===== config.mk =====
export PLATFORM = sky130hd
export DESIGN_NAME = dbi_ac_burst_ctrl
export DESIGN_NICKNAME = d
export VERILOG_FILES = /design/src/rtl/dbi_pkg.sv /design/src/rtl/dbi_ac_decide.sv /design/src/rtl/dbi_ac_burst_ctrl.sv
export SDC_FILE = /design/constraint.sdc
export NUM_CORES = 1
export LEC_CHECK = 0
export BUFFER_PORTS_ARGS = -buffer_cell sky130_fd_sc_hd__buf_2
export CORE_MARGIN = 3
export CORE_UTILIZATION = 40
export DETAILED_ROUTE_END_ITERATION = 10
export PLACE_DENSITY_LB_ADDON = 0.08
export SLEW_MARGIN = 20
export SYNTH_ARGS = -nofsm -noshare
export SYNTH_HDL_FRONTEND = slang
export SYNTH_SLANG_ARGS = --single-unit

===== constraint.sdc =====
create_clock -name clk -period 9.6 [get_ports clk]
set_clock_uncertainty 0.1 [all_clocks]
set_input_delay 0.96 -clock clk [delete_from_list [all_inputs] [get_ports clk]]
set_output_delay 0.96 -clock clk [all_outputs]
set_load 0.03 [all_outputs]

===== src/rtl/dbi_pkg.sv =====
// Shared definitions for the DBI-AC burst sequencer and its decision block.
// Holds FSM encodings, park default, tie threshold and stats width.
package dbi_pkg;

  typedef enum logic [1:0] {
    IDLE  = 2'd0,
    BURST = 2'd1,
    GAP   = 2'd2
  } dbi_state_e;

  localparam logic [7:0]  DBI_PARK_DEFAULT = 8'hFF;
  localparam int unsigned DBI_HALF         = 4;
  localparam int unsigned DBI_STAT_W       = 16;

  function automatic logic [3:0] popcount8(input logic [7:0] v);
    logic [3:0] c;
    c = '0;
    for (int unsigned i = 0; i < 8; i++) begin
      c = c + {3'b000, v[i]};
    end
    return c;
  endfunction

endpackage


===== src/rtl/dbi_ac_decide.sv =====
// Combinational DBI-AC inversion decision for one byte lane against a reference bus.
// Shared with the read-side decoder checker.
module dbi_ac_decide
  import dbi_pkg::*;
(
  input  logic [7:0] in_data,
  input  logic [7:0] ref_data,
  input  logic       ref_dbi,
  input  logic       en,
  output logic       inv
);

  logic [3:0] toggles;

  always_comb begin
    toggles = popcount8(in_data ^ ref_data);
    inv     = 1'b0;
    if (en) begin
      if (toggles > 4'(DBI_HALF)) begin
        inv = 1'b1;
      end else if (toggles == 4'(DBI_HALF)) begin
        // On a tie keep the DBI wire where it is so it adds no toggle.
        inv = ref_dbi;
      end
    end
  end

endmodule


===== src/rtl/dbi_ac_burst_ctrl.sv =====
// Burst sequencer for the byte-lane DBI-AC encoder: per-beat inversion, burst framing, bus parking.
// Optional beat/inversion statistics counters are built when DBI_STATS_EN is defined.
module dbi_ac_burst_ctrl
  import dbi_pkg::*;
#(
  parameter int unsigned BURST_LEN = 8,
  parameter logic [7:0]  PARK_DATA = DBI_PARK_DEFAULT,
  parameter int unsigned CNT_W     = 8
) (
  input  logic        clk,
  input  logic        rst_n,
  input  logic        dbi_en,
  input  logic        in_valid,
  output logic        in_ready,
  input  logic [7:0]  in_data,
  output logic        out_valid,
  input  logic        out_ready,
  output logic [7:0]  out_data,
  output logic        out_dbi,
  output logic        burst_first,
  output logic        burst_last,
  output logic        busy,
  output logic [15:0] stat_inv,
  output logic [15:0] stat_beats
);

  localparam logic [CNT_W:0] BL_CMP   = (CNT_W+1)'(BURST_LEN);
  localparam logic           ONE_BEAT = (BURST_LEN == 1);

  dbi_state_e       state_q, state_d;
  logic [CNT_W-1:0] cnt_q, cnt_d;
  logic [CNT_W:0]   cnt_inc;
  logic             en_q, en_d;
  logic             out_valid_q, out_valid_d;
  logic [7:0]       out_data_q, out_data_d;
  logic             out_dbi_q, out_dbi_d;
  logic             first_q, first_d;
  logic             last_q, last_d;

  logic             accept;
  logic [7:0]       ref_data;
  logic             ref_dbi;
  logic             dec_en;
  logic             inv;

  assign in_ready = !out_valid_q || out_ready;
  assign accept   = in_valid && in_ready;

  // Outside a burst the next beat is a first beat: use the live enable, which gets latched.
  always_comb begin
    ref_data = (state_q == IDLE) ? PARK_DATA : out_data_q;
    ref_dbi  = (state_q == IDLE) ? 1'b0 : out_dbi_q;
    dec_en   = (state_q == BURST) ? en_q : dbi_en;
    cnt_inc  = {1'b0, cnt_q} + (CNT_W+1)'(1);
  end

  dbi_ac_decide u_decide (
    .in_data  (in_data),
    .ref_data (ref_data),
    .ref_dbi  (ref_dbi),
    .en       (dec_en),
    .inv      (inv)
  );

  always_comb begin
    state_d     = state_q;
    cnt_d       = cnt_q;
    en_d        = en_q;
    out_valid_d = out_valid_q;
    out_data_d  = out_data_q;
    out_dbi_d   = out_dbi_q;
    first_d     = first_q;
    last_d      = last_q;

    if (accept) begin
      out_valid_d = 1'b1;
      out_data_d  = inv ? ~in_data : in_data;
      out_dbi_d   = inv;
    end else if (out_ready) begin
      out_valid_d = 1'b0;
      first_d     = 1'b0;
      last_d      = 1'b0;
    end

    case (state_q)
      IDLE, GAP: begin
        if (accept) begin
          cnt_d   = CNT_W'(1);
          en_d    = dbi_en;
          first_d = 1'b1;
          last_d  = ONE_BEAT;
          state_d = ONE_BEAT ? GAP : BURST;
        end else if (state_q == GAP && !out_valid_q) begin
          cnt_d   = '0;
          state_d = IDLE;
        end
      end
      BURST: begin
        if (accept) begin
          cnt_d   = cnt_inc[CNT_W-1:0];
          first_d = 1'b0;
          last_d  = (cnt_inc == BL_CMP);
          state_d = (cnt_inc == BL_CMP) ? GAP : BURST;
        end
      end
      default: begin
        state_d = IDLE;
        cnt_d   = '0;
      end
    endcase
  end

  always_ff @(posedge clk or negedge rst_n) begin
    if (!rst_n) begin
      state_q     <= IDLE;
      cnt_q       <= '0;
      en_q        <= 1'b0;
      out_valid_q <= 1'b0;
      out_data_q  <= PARK_DATA;
      out_dbi_q   <= 1'b0;
      first_q     <= 1'b0;
      last_q      <= 1'b0;
    end else begin
      state_q     <= state_d;
      cnt_q       <= cnt_d;
      en_q        <= en_d;
      out_valid_q <= out_valid_d;
      out_data_q  <= out_data_d;
      out_dbi_q   <= out_dbi_d;
      first_q     <= first_d;
      last_q      <= last_d;
    end
  end

  assign out_valid   = out_valid_q;
  assign out_data    = out_data_q;
  assign out_dbi     = out_dbi_q;
  assign burst_first = first_q;
  assign burst_last  = last_q;
  assign busy        = (state_q != IDLE) || out_valid_q;

`ifdef DBI_STATS_EN
  logic [DBI_STAT_W-1:0] stat_inv_q, stat_inv_d;
  logic [DBI_STAT_W-1:0] stat_beats_q, stat_beats_d;

  always_comb begin
    stat_inv_d   = stat_inv_q;
    stat_beats_d = stat_beats_q;
    if (out_valid_q && out_ready) begin
      if (stat_beats_q != '1) begin
        stat_beats_d = stat_beats_q + 1'b1;
      end
      if (out_dbi_q && stat_inv_q != '1) begin
        stat_inv_d = stat_inv_q + 1'b1;
      end
    end
  end

  always_ff @(posedge clk or negedge rst_n) begin
    if (!rst_n) begin
      stat_inv_q   <= '0;
      stat_beats_q <= '0;
    end else begin
      stat_inv_q   <= stat_inv_d;
      stat_beats_q <= stat_beats_d;
    end
  end

  assign stat_inv   = stat_inv_q;
  assign stat_beats = stat_beats_q;
`else
  assign stat_inv   = '0;
  assign stat_beats = '0;
`endif

endmodule


After elaboration in Yosys (flattened, before gate mapping)
Cells that the tools add are included.
- register bits: 23
- output and inout port bits: 46
- logic and storage cells: 64
- add/sub/neg operators: 8
- magnitude comparators: 1
- equal/unequal tests: 6
- mux-type cells: 28
- bitwise logic cells: 2
- reduce and logical (&&, ||, !) cells: 11
- operators by type and width (cell ; count):
    8-bit 2-to-1 mux ; 5
    4-bit by 1-bit adder with 4-bit output ; 6
    8-bit case mux with 2 select lines ; 1
    1-bit 2-to-1 mux ; 15
    8-bit by 1-bit adder with 9-bit output, second input constant ; 1
    9-bit by 4-bit equality test with 1-bit output, second input constant ; 1
    2-bit 2-to-1 mux ; 4
    8-bit NOT ; 1
    8-bit XOR ; 1
    4-bit by 3-bit equality test with 1-bit output, second input constant ; 1
    4-bit by 3-bit > comparator with 1-bit output, second input constant ; 1
    1-bit case mux with 2 select lines ; 2
    2-bit case mux with 2 select lines ; 1
    2-bit AND reduction ; 2
    2-bit nonzero test ; 2
    3-bit inequality test, second input constant ; 1
    1-bit by 1-bit adder with 2-bit output ; 1
    2-bit by 1-bit equality test with 1-bit output, second input constant ; 1
    2-bit equality test, second input constant ; 1
    1-bit logical AND ; 2
    2-bit logical NOT ; 1
    1-bit logical OR ; 2
    2-bit inequality test, second input constant ; 1
    2-bit OR reduction ; 1
    1-bit logical NOT ; 1

Longest topological paths before layout
- word-level depth: 15
- mapped depth: 16
- mapped depth without buffers: 15

Modules after synthesis
Synthesis repeated with hierarchy kept, for this count alone.
- cell total of the unflattened synthesis: 195
- area total of the unflattened synthesis: 1779.2 µm²
- modules (own cells, without submodules) (module ; instances ; cells an instance ; area an instance (µm²) ; sequential area each (µm²)):
    dbi_ac_burst_ctrl ; 1 ; 170 ; 1536.5 ; 585.6
    dbi_ac_decide ; 1 ; 25 ; 242.7 ; 0.0

Worst setup path after synthesis
OpenSTA, ideal clock, no wires.
- path type: input port to flip-flop
- start point: input port in_data[0]
- end point: register out_data_q[0], in the netlist out_data[0]
- library setup time: 0.075 ns
- arrival time: 4.286 ns
- data required time: 9.425 ns
- setup slack: 5.139 ns
- cell stages on the path: 14
- path buffers: 1
- cells stage by stage: xnor2_1 > ha_1 > inv_1 > fa_1 > fa_1 > inv_1 > fa_1 > fa_1 > nor2_1 > nand2_1 > nand3_1 > o31a_1 > buf_6 > o211ai_2
- word-level cells in the longest chain between the ends: 13
- RTL lines (what ; RTL line ; text):
    start, declared ; dbi_ac_burst_ctrl.sv:15 ; input logic [7:0] in_data,
    parallel branches: the longest is 12 deep, another holds 4-bit by 1-bit adder with 4-bit output ; - ;
    8-bit 2-to-1 mux (*) ; dbi_ac_burst_ctrl.sv:77 ; out_data_d = inv ? ~in_data : in_data;
    end signal, assigned ; dbi_ac_burst_ctrl.sv:128 ; out_data_q <= out_data_d;
    end, declared ; dbi_ac_burst_ctrl.sv:35 ; logic [7:0] out_data_q, out_data_d;
Mark *: on every way between the ends.
A chain may end at the register's enable or synchronous reset.

Worst setup path after layout
- start point: register state_q[0]
- end point: register out_dbi_q, in the netlist out_dbi
- word-level cells in the longest chain between the ends: 14
- RTL lines (what ; RTL line ; text):
    start, declared ; dbi_ac_burst_ctrl.sv:30 ; dbi_state_e state_q, state_d;
    start signal, assigned ; dbi_ac_burst_ctrl.sv:124 ; state_q <= state_d;
    parallel branches: the longest is 13 deep, another holds 4-bit by 1-bit adder with 4-bit output ; - ;
    1-bit 2-to-1 mux (*) ; dbi_ac_decide.sv:18 ; if (en) begin
    end signal, assigned ; dbi_ac_burst_ctrl.sv:129 ; out_dbi_q <= out_dbi_d;
    end, declared ; dbi_ac_burst_ctrl.sv:36 ; logic out_dbi_q, out_dbi_d;
Marked as above.

==> metrics.md <==
| Metric | Value |
|---|---|
| Arr. time, crit path | between 5 and 6 ns |
| Max clock buf depth | 2 |
| Cell Rows | 24 |
| CTS buffer count | 3 |
| Number of primary I/O pins | just under 60 |
| Ys Warns | 0 |
| DRC viols | 0 |
| Drt pass-1 iters | 4 |
| R2R depth | 15 |
| Sw frac | 52.1% |
| Fin. Hold Viols | 0 |
| Area of the mapped netlist | 0.00188 mm^2 |
| Register bit total from synthesis | 23 |
| Setup crit end | out_dbi |
| Period minus WS final | 5.11 ns |
| Hold slack | about 0.42 ns |
| Post-synth top area share | approximately a fifth |
| Post-synth EDFFs | 0 |
| Net Switching | approximately 0.41 mW |
| Synth top area cells | dfrtp_1 (20%), buf_4 (13%), dfstp_2 (11%) |
| Clock sinks | 23 |
| Layout cells sized above 1 | 22.4% |
| Syn avg cell area | just under 9 um^2 |
| Seq pwr share | between 20% and 30% |
| CP startpoint | state_q[0] |
| Critical path required time | just under 10 ns |
| Port Buf Inserts | 26 |
| Nets | ~260 |
| Critical Path Start Type | flip-flop |
| Slew margin rel. | a little under a third |
| Critical path peak fanout | 15 |
| Post-cts resize count | 0 |
| Ys async rst share | between 90% and 100% |
| Total internal power | roughly 0.37 mW |
| Max-cap viol count | 0 |
| Antenna Nets Post-Route | 0 |
| DP HPWL | ~2.8 mm |
| Reg-to-reg startpoint | state_q[0] |
| Pleak | 0.942 nW |
| Hold Buf Count CTS | 0 |
| Vias per std cell | roughly 5.1 |
| Largest net degree at the start of global routing | 24 |
| Clock Latency Late Sink | around 0.26 ns |
| Post-synthesis sequential area ratio | a little under a third |
| Full die area | about 0.0055 mm^2 |
| Initial Utilization | approximately 42% |
| DRT iter0 DRCs | 80 |
| Remaining global-route overflow | 0 |
| Area grow syn2layout | 4.07% |
| Vias in the first global route | between 1,000 and 1,500 |
| FF-to-FF End | out_dbi |
| Peak supply drop | roughly 250 uV |
| Biggest area consumer among synthesized cells | dfrtp_1 |
| Slew Limit Fails | 0 |
| Final core area utilization | a little over two fifths |
| Routed length per placed instance | ~14 um |
| Vias | approximately 1,400 |
| Total chip power | ~0.8 mW |
| Diodes inserted | 0 |
| H-tree depth | 1 |
| Outcome | finished clean |
| Unrepaired setup endpoints after global routing | no |
| Root Buffer | clkbuf_8 |
| Crit. End Element | flip-flop |
| Worst hold path type | flip-flop to flip-flop |
| Clock power frac | 7.9% |
| Postcts setup bufs | 0 |
| Overall routing resource usage | between 10% and 20% |
| Kind of critical path | flip-flop to flip-flop |
| Gate power share | 67.4% |
| Tcrit/Tclk final | a little over half |
| WL final | approximately 3.9 mm |
| F_max | 0.196 GHz |
| Height of the die | 74.5 um |
| Setup Viol. Count Final | 0 |
| CTS tree | built |
| Post-Route Setup TNS | 0 ns |
| Slew @ Worst Pin | 1.03 ns |
| First-pass GRT wire length | 6.36 mm |
| GPL Wtd Cong | slightly below 0.8 |
| Worst hold path startpoint | out_dbi |
| Primary FF master, synth | dfrtp_1 |
| Core Area | 0.00444 mm^2 |
| Synth Instances | 212 |
| Power per cell area | between 300 and 400 mW/mm^2 |
| Die width | ~74 um |
| R2R setup slack | between 4 and 5 ns |
| Netlist cell types | 40 |
| Filler cells | roughly 460 |
| Initial antenna violation count | 0 |
| Clock transition at the registers of the reported paths | 0.09 ns |
==> final cells by class <==
type	instances	area (um^2)	share of cell area (%)
Clock buffer	3	41.3	2.12
Tap cell	52	65.1	3.33
Inverter	8	30.0	1.54
Multi-Input combinational cell	171	1090	56.1
Sequential cell	23	586	30.0
Timing Repair Buffer	26	130	6.67
Clock inverter	1	5.00	0.256
==> worst max-delay path: stages (launching register included) <==
cell and delay [ns]:
dfrtp_1 0.57, nor2_1 0.54, nor2_1 0.12, xnor2_1 0.15, ha_1 0.27, inv_1 0.05, fa_1 0.51, fa_1 0.54
inv_1 0.05, fa_1 0.45, fa_1 0.46, o21bai_1 0.15, o2111ai_1 0.16, nand4b_4 0.19, o31a_1 0.53, nand2_1 0.11
==> layout by cell type (no fill, tap or decap), drive strengths merged, types with 4 or more instances in the layout <==
cell     count
dfstp        8
nand3        7
dfrtp       15
inv          8
o211ai      10
ha           5
nor2        19
xor2         5
a21oi        4
o2111ai      9
o21ai        8
conb        32
buf         26
fa           4
nand2       31
xnor2        5
nor3         5
==> cells by family after synthesis <==
family	count (synthesis)	share of synthesized area, %
and+or+nand+nor	73	18.2
buffers and inverters	49	16.7
AOI/OAI and AO/OA	42	17.9
DFF	23	31.2
xor gates and xnor gates	10	4.67
adders and majority gates	9	7.61
muxes	5	3.47
other	1	0.200
==> flip-flops by register name, indices dropped and copies added (netlist names) <==
name	cells
burst_last	1
out_data	8
state_q	2
cnt_q	8
en_q	1
out_dbi	1
burst_first	1
out_valid	1
==> stage by stage <==
step                instances  instance area [um^2]  setup slack (ns)
floorplan                 243                  1990              5.14
global placement          280                  1900              4.64
detailed placement        280                  1900              4.51
CTS                       284                  1950              4.50
global route              284                  1950              4.10
finish                    284                  1950              4.49
==> synth_stat cells, types with 2 or more instances <==
cell type  instances
o211ai_2           8
buf_4             32
dfrtp_1           15
o21ai_0            8
o2111ai_1          9
nand3_1            7
mux2_2             2
a22oi_1            3
a21o_1             2
ha_1               5
a21oi_1            4
buf_2              2
xor2_1             5
nand3b_1           2
mux2i_1            2
nor2_1            19
xnor2_1            5
dfstp_2            8
inv_1              8
nor4_1             2
o211ai_1           2
fa_1               4
clkbuf_1           6
nor3_1             5
a31oi_1            2
nand2_1           31
==> per-layer routing <==
metal | track usage [%] | part of all wire (%) | up-vias | wire, um
met1 | 23.1 | 50 | 676 | 1940
met3 | 2.16 | 4.8 | 2 | 185
met5 | 0 | 0 | - | 0
met4 | 3.56 | 0.65 | 0 | 25
met2 | 21.2 | 44 | 55 | 1700
li1 | - | - | 713 | -
==> power groups by stage <==
stage	Sequential [mW]	Clock (mW)	Combinational, mW
final	0.192	0.0618	0.526
after global routing	0.200	0.0700	0.605
after CTS	0.193	0.0654	0.527
after detailed placement	0.194	0	0.524
after global placement	0.196	0	0.521
after floorplan	0.212	0	0.423
==> worst min path at each step <==
stage                  endpoint  slack [ns]  depth (start not counted)
floorplan              cnt_q[0]        0.40                          1
global placement    burst_first        0.41                          2
detailed placement   burst_last        0.40                          2
CTS                 out_data[0]        0.43                          2
global route        out_data[7]        0.45                          2
finish                  out_dbi        0.42                          2
Power figures use the tool's default switching activity.
